===== config.mk =====
export PLATFORM = sky130hd
export DESIGN_NAME = load_store_unit
export DESIGN_NICKNAME = d
export VERILOG_FILES = /design/src/rtl/load_store_unit.sv
export SDC_FILE = /design/constraint.sdc
export NUM_CORES = 1
export LEC_CHECK = 0
export ABC_AREA = 0
export BUFFER_PORTS_ARGS = -buffer_cell sky130_fd_sc_hd__buf_4
export CORE_AREA = 4 4 137 86
export DETAILED_ROUTE_END_ITERATION = 8
export DIE_AREA = 0 0 141 90
export PLACE_DENSITY = 0.79
export SLEW_MARGIN = 20
export SYNTH_ARGS = -nofsm -noshare
export SYNTH_HDL_FRONTEND = slang
export SYNTH_SLANG_ARGS = --single-unit

===== constraint.sdc =====
create_clock -name i_clk -period 2.25 [get_ports i_clk]
set_input_delay 0.1125 -clock i_clk [delete_from_list [all_inputs] [get_ports i_clk]]
set_output_delay 0.1125 -clock i_clk [all_outputs]
set_load 0.01 [all_outputs]

===== src/rtl/load_store_unit.sv =====
// load_store_unit
//   Memory-stage load/store unit. Takes the ALU result as the effective address.
//   Issues one data-memory access at a time over a req/gnt/rvalid bus. Returns a
//   lane-aligned, sign/zero-extended load value.
//
// Optional build macro: LSU_MISALIGN_TRAP_EN
//   Defined   : a misaligned half or word access makes no bus request and
//               completes one cycle later with o_Misaligned=1.
//   Undefined : the offending low address bits are ignored and o_Misaligned
//               is tied 0.
//
// Ports
//   i_clk, i_rst                   clock and synchronous active-high reset
//   i_Valid, i_Load, i_Funct3      access request from the EX stage
//   i_Addr, i_StoreData            effective address and rs2 value
//   o_Busy, o_Done                 stall to EX, and one-cycle completion pulse
//   o_LoadData, o_Misaligned       result, valid while o_Done=1
//   o_MemReq, i_MemGnt             request handshake
//   o_MemWe, o_MemBe               write enable and byte enables
//   o_MemAddr, o_MemWdata          word-aligned address and write data
//   i_MemRvalid, i_MemRdata        response/ack, one per granted request
//
// state  | meaning
// IDLE   | waiting for i_Valid
// REQ    | o_MemReq held until i_MemGnt
// WAIT   | granted, waiting for i_MemRvalid
// DONE   | o_Done pulse, result registers valid

module load_store_unit #(
    parameter int WORD_SIZE = 32,
    parameter int BE_W      = WORD_SIZE / 8
) (
    input  logic                 i_clk,
    input  logic                 i_rst,
    input  logic                 i_Valid,
    input  logic                 i_Load,
    input  logic [2:0]           i_Funct3,
    input  logic [WORD_SIZE-1:0] i_Addr,
    input  logic [WORD_SIZE-1:0] i_StoreData,
    output logic                 o_Busy,
    output logic                 o_Done,
    output logic [WORD_SIZE-1:0] o_LoadData,
    output logic                 o_Misaligned,
    output logic                 o_MemReq,
    input  logic                 i_MemGnt,
    output logic                 o_MemWe,
    output logic [BE_W-1:0]      o_MemBe,
    output logic [WORD_SIZE-1:0] o_MemAddr,
    output logic [WORD_SIZE-1:0] o_MemWdata,
    input  logic                 i_MemRvalid,
    input  logic [WORD_SIZE-1:0] i_MemRdata
);

    typedef enum logic [1:0] {S_IDLE, S_REQ, S_WAIT, S_DONE} state_t;

    localparam logic [1:0] SZ_B = 2'd0;
    localparam logic [1:0] SZ_H = 2'd1;
    localparam logic [1:0] SZ_W = 2'd2;

    state_t                 state, next_state;
    logic                   capture, trap;

    logic [1:0]             size_d, size_q;
    logic                   unsigned_q, load_q;
    logic [BE_W-1:0]        be_d, be_q;
    logic [WORD_SIZE-1:0]   wdata_d, wdata_q, addr_q;
    logic [WORD_SIZE-1:0]   load_data_q, ext;
    logic                   misalign_d, misalign_q;
    logic [7:0]             byte_v;
    logic [15:0]            half_v;

    // Access width. Unsigned-width codes have no store form, so a store with
    // funct3[2]=1 is treated as a word, as are the reserved codes.
    always_comb begin
        size_d = SZ_W;
        if (i_Load || !i_Funct3[2]) begin
            case (i_Funct3[1:0])
                2'b00:   size_d = SZ_B;
                2'b01:   size_d = SZ_H;
                default: size_d = SZ_W;
            endcase
        end
    end

    always_comb begin
        be_d    = 4'b1111;
        wdata_d = '0;
        if (!i_Load) begin
            case (size_d)
                SZ_B: begin
                    be_d    = 4'b0001 << i_Addr[1:0];
                    wdata_d = {4{i_StoreData[7:0]}};
                end
                SZ_H: begin
                    be_d    = 4'b0011 << {i_Addr[1], 1'b0};
                    wdata_d = {2{i_StoreData[15:0]}};
                end
                default: wdata_d = i_StoreData;
            endcase
        end
    end

`ifdef LSU_MISALIGN_TRAP_EN
    assign misalign_d = ((size_d == SZ_H) && i_Addr[0]) ||
                        ((size_d == SZ_W) && (i_Addr[1:0] != 2'b00));
`else
    assign misalign_d = 1'b0;
`endif

    // Lane extraction from the returned word.
    always_comb begin
        case (addr_q[1:0])
            2'b00:   byte_v = i_MemRdata[7:0];
            2'b01:   byte_v = i_MemRdata[15:8];
            2'b10:   byte_v = i_MemRdata[23:16];
            default: byte_v = i_MemRdata[31:24];
        endcase
        half_v = addr_q[1] ? i_MemRdata[31:16] : i_MemRdata[15:0];
        case (size_q)
            SZ_B:    ext = {{24{~unsigned_q & byte_v[7]}}, byte_v};
            SZ_H:    ext = {{16{~unsigned_q & half_v[15]}}, half_v};
            default: ext = i_MemRdata;
        endcase
    end

    always_ff @(posedge i_clk) begin
        if (i_rst) state <= S_IDLE;
        else       state <= next_state;
    end

    always_comb begin
        next_state = state;
        capture    = 1'b0;
        trap       = 1'b0;
        o_MemReq   = 1'b0;
        o_Busy     = 1'b0;
        o_Done     = 1'b0;
        case (state)
            S_IDLE: begin
                if (i_Valid) begin
                    if (misalign_d) begin
                        trap       = 1'b1;
                        next_state = S_DONE;
                    end else begin
                        next_state = S_REQ;
                    end
                end
            end
            S_REQ: begin
                o_MemReq = 1'b1;
                o_Busy   = 1'b1;
                if (i_MemGnt) begin
                    if (i_MemRvalid) begin
                        capture    = 1'b1;
                        next_state = S_DONE;
                    end else begin
                        next_state = S_WAIT;
                    end
                end
            end
            S_WAIT: begin
                o_Busy = 1'b1;
                if (i_MemRvalid) begin
                    capture    = 1'b1;
                    next_state = S_DONE;
                end
            end
            S_DONE: begin
                o_Done     = 1'b1;
                next_state = S_IDLE;
            end
            default: next_state = S_IDLE;
        endcase
    end

    always_ff @(posedge i_clk) begin
        if (i_rst) begin
            addr_q      <= '0;
            size_q      <= SZ_B;
            unsigned_q  <= 1'b0;
            load_q      <= 1'b0;
            be_q        <= '0;
            wdata_q     <= '0;
            load_data_q <= '0;
            misalign_q  <= 1'b0;
        end else begin
            if (state == S_IDLE && i_Valid) begin
                addr_q     <= i_Addr;
                size_q     <= size_d;
                unsigned_q <= i_Funct3[2];
                load_q     <= i_Load;
                be_q       <= be_d;
                wdata_q    <= wdata_d;
            end
            if (capture) begin
                load_data_q <= load_q ? ext : '0;
                misalign_q  <= 1'b0;
            end else if (trap) begin
                load_data_q <= '0;
                misalign_q  <= 1'b1;
            end
        end
    end

    assign o_MemAddr    = {addr_q[31:2], 2'b00};
    assign o_MemBe      = be_q;
    assign o_MemWdata   = wdata_q;
    assign o_MemWe      = ~load_q & (be_q != '0);
    assign o_LoadData   = load_data_q;
    assign o_Misaligned = misalign_q;

endmodule


==> results_dict.tcl <==
set metrics [dict create \
    post_cts_buffers 0 \
    dpl_cell_area_mm2 0.006416 \
    layout_common_cells "221 x buf_4, 119 x nand2_1, 106 x dfxtp_1" \
    die_y_um 90 \
    grt_pass1_wl_mm 24.46 \
    critPathRequiredTime_ns 2.42 \
    yosysUniqueCellTypes 43 \
    start_kind "flop" \
    drt_wl_total_mm 15.48 \
    hold_ws_ns 0.01902 \
    critPathCaptureType "flop" \
    crit_type "reg -> reg" \
    async_reset_ff_share_pct 0 \
    viasPerCell 5.419 \
    crit_fanout 16 \
    min_period_ns 2.056 \
    critPathLaunch "addr_q[1]$_SDFFE_PP0P_" \
    drive_gt1_share_pct 33.86 \
    maxCapViolCount 0 \
    cts_hold_buf 0 \
    clockBufferDepth 2 \
    cts_tree "yes" \
    grt_antenna_before_repair 0 \
    wl_per_cell_um 17.12 \
    grt-ovfl-total 0 \
    fmax_mhz 486.5 \
    crit_buf_inv 0 \
    grt_pass1_vias 4775 \
    grtUsageTotal_pct 23.42 \
    max_slew.worst_pin.slew_ns 0.8850 \
    layout_commonest_cell "buf_4" \
    min_from "i_MemRdata[1]" \
    status "completed" \
    fin_setup_tns_ns 0 \
    start_util_pct 47.62 \
    layout.nets 870 \
    dr.pass1.iters 5 \
    maxSlewHeadroom_pct 40.61 \
    syn_to_final_growth_pct 34.98 \
    syn_inst 603 \
    ys_warn_count 0 \
    final.setup_skew_ns 0.007390 \
    dieArea_mm2 0.01269 \
    path_delay_family "compound AO/OA/AOI/OAI gates" \
    antenna_cells 0 \
    slew_violations 0 \
    numCtsBuffers 9 \
    fillCellCount 920 \
    clkLatencyLatePin_ns 0.33 \
    hpwl_mm 12.03 \
    dr_total_vias 4899 \
    ys_ff_latch 106 \
    syn-mean-instance-area_um2 8.252 \
    register_area_mm2 0.002122 \
    syn_area_mm2 0.004976 \
    postLayoutCellArea_mm2 0.006716 \
    critPathSlowestCell "o21ai_1" \
    row_count 29 \
    core-area_mm2 0.01045 \
    io_pins 210 \
    regToRegStartpoint "addr_q[1]$_SDFFE_PP0P_" \
    cts-resized-gates 0 \
    chipWidth_um 141 \
    crit_path_cell_trace "mux4_2 > o21ai_1 > o21ai_0" \
    post-route-period-util_pct 91.36 \
    cpPeakStageDelay_ns 0.70 \
    clkSinkCount 106 \
    synth_edf_count 0 \
    drc 0 \
    cts-root-buf "clkbuf_16" \
    synth_seq_area_share_pct 42.65 \
    port_buffers 206 \
    setup_violations 0 \
    ir_drop_mv 0.6703 \
    hold_path.class "in -> reg" \
    synth-main-ff-cell "dfxtp_1" \
    grt_max_degree 43 \
    drtIter0Drc 369 \
    place_congestion 0.9198 \
    hold_viol 0 \
    multi_input_area_mm2 0.002421 \
    p_leak_nw 2.874 \
    cp.arrival_ns 2.23 \
    clkTransAtPathRegs_ns 0.07 \
    power_density_mw_per_mm2 878.2 \
    drtAntennaViolNets 0 \
    grt_setup_unrepaired "false" \
    htreeDepth 3 \
]
-- worst min-delay path, stage by stage --
cell and delay [ns]:
buf_4 0.07, a32oi_1 0.07, o21ai_0 0.06
-- synth_stat cells, drive strengths merged (7+ instances only) --
cell	instances	area share [%]
or3	9	1.1
a32oi	7	1.2
mux2	15	3.4
and2	8	1.0
dfxtp	106	43
o21ai	49	4.9
nor2	21	1.6
clkbuf	34	2.6
buf	44	6.1
nor2b	9	1.1
a22oi	7	1.1
a32o	8	1.6
nand2b	11	1.4
mux2i	9	1.8
nor3b	16	2.4
nand2	120	9.1
a21oi	76	7.7
o211ai	9	1.4
o21a	8	1.2
-- sequential cells by signal, indices dropped and copies added (netlist names) --
register / cells
addr_q: 32
load_q: 1
o_LoadData: 32
o_MemBe: 4
o_MemWdata: 32
size_q: 2
state: 2
unsigned_q: 1
-- per-stage QoR --
step                      cells  power (mW)  utilization, %  worst slack [ns]
after detailed placement    888       4.364           61.40            0.1906
after floorplan             605       3.589               -            0.3590
final                       904       5.898           64.27            0.1944
after global placement      888       4.288           61.40            0.3219
after global routing        904       6.235           64.27           0.03141
after CTS                   904       5.936           64.25            0.1818
-- path summary, 6_finish.rpt --
kind / to / slack, ns / depth (start not counted)
setup / recovery: o_LoadData[18]$_SDFFE_PP0P_ / 0.19 / 3
hold / removal: o_LoadData[1]$_SDFFE_PP0P_ / 0.02 / 3
setup reg to reg: o_LoadData[18]$_SDFFE_PP0P_ / 0.19 / 3
hold reg to reg: o_MemWdata[23]$_SDFFE_PP0P_ / 0.45 / 2
-- cell families (layout without fill, tap and decap cells) --
kind of cell / Yosys count / count (layout) / share of synthesized area [%]
buffers and inverters: 84 / 244 / 9.077
multiplexers: 26 / 26 / 6.110
other: 1 / 3 / 0.07536
AO/OA/AOI/OAI: 180 / 180 / 21.62
flip-flops: 106 / 106 / 42.65
adder cells (fa/ha/maj): 5 / 5 / 1.257
AND/OR/NAND/NOR: 201 / 201 / 19.21
-- power by group --
part	internal (mW)	leakage, nW	switching, mW
Combinational	0.888	1.87	1.19
Sequential	2.11	0.863	0.149
Clock	0.895	0.143	0.670
Total	3.89	2.87	2.00
-- routing by layer --
metal | share of wire, % | track usage [%]
met2 | 44 | 35.71
met4 | 1.3 | 5.403
met1 | 44 | 32.31
met3 | 10 | 7.582
met5 | 0 | 0
-- area by class of cell --
class / instances / area share [%]
Multi-Input combinational cell: 415 / 36.05
Sequential cell: 106 / 31.59
Timing Repair Buffer: 222 / 25.00
Clock buffer: 12 / 3.670
Tap cell: 139 / 2.589
Clock inverter: 4 / 0.7638
Inverter: 6 / 0.3353
Note: power is estimated with default switching activity, not from simulation.
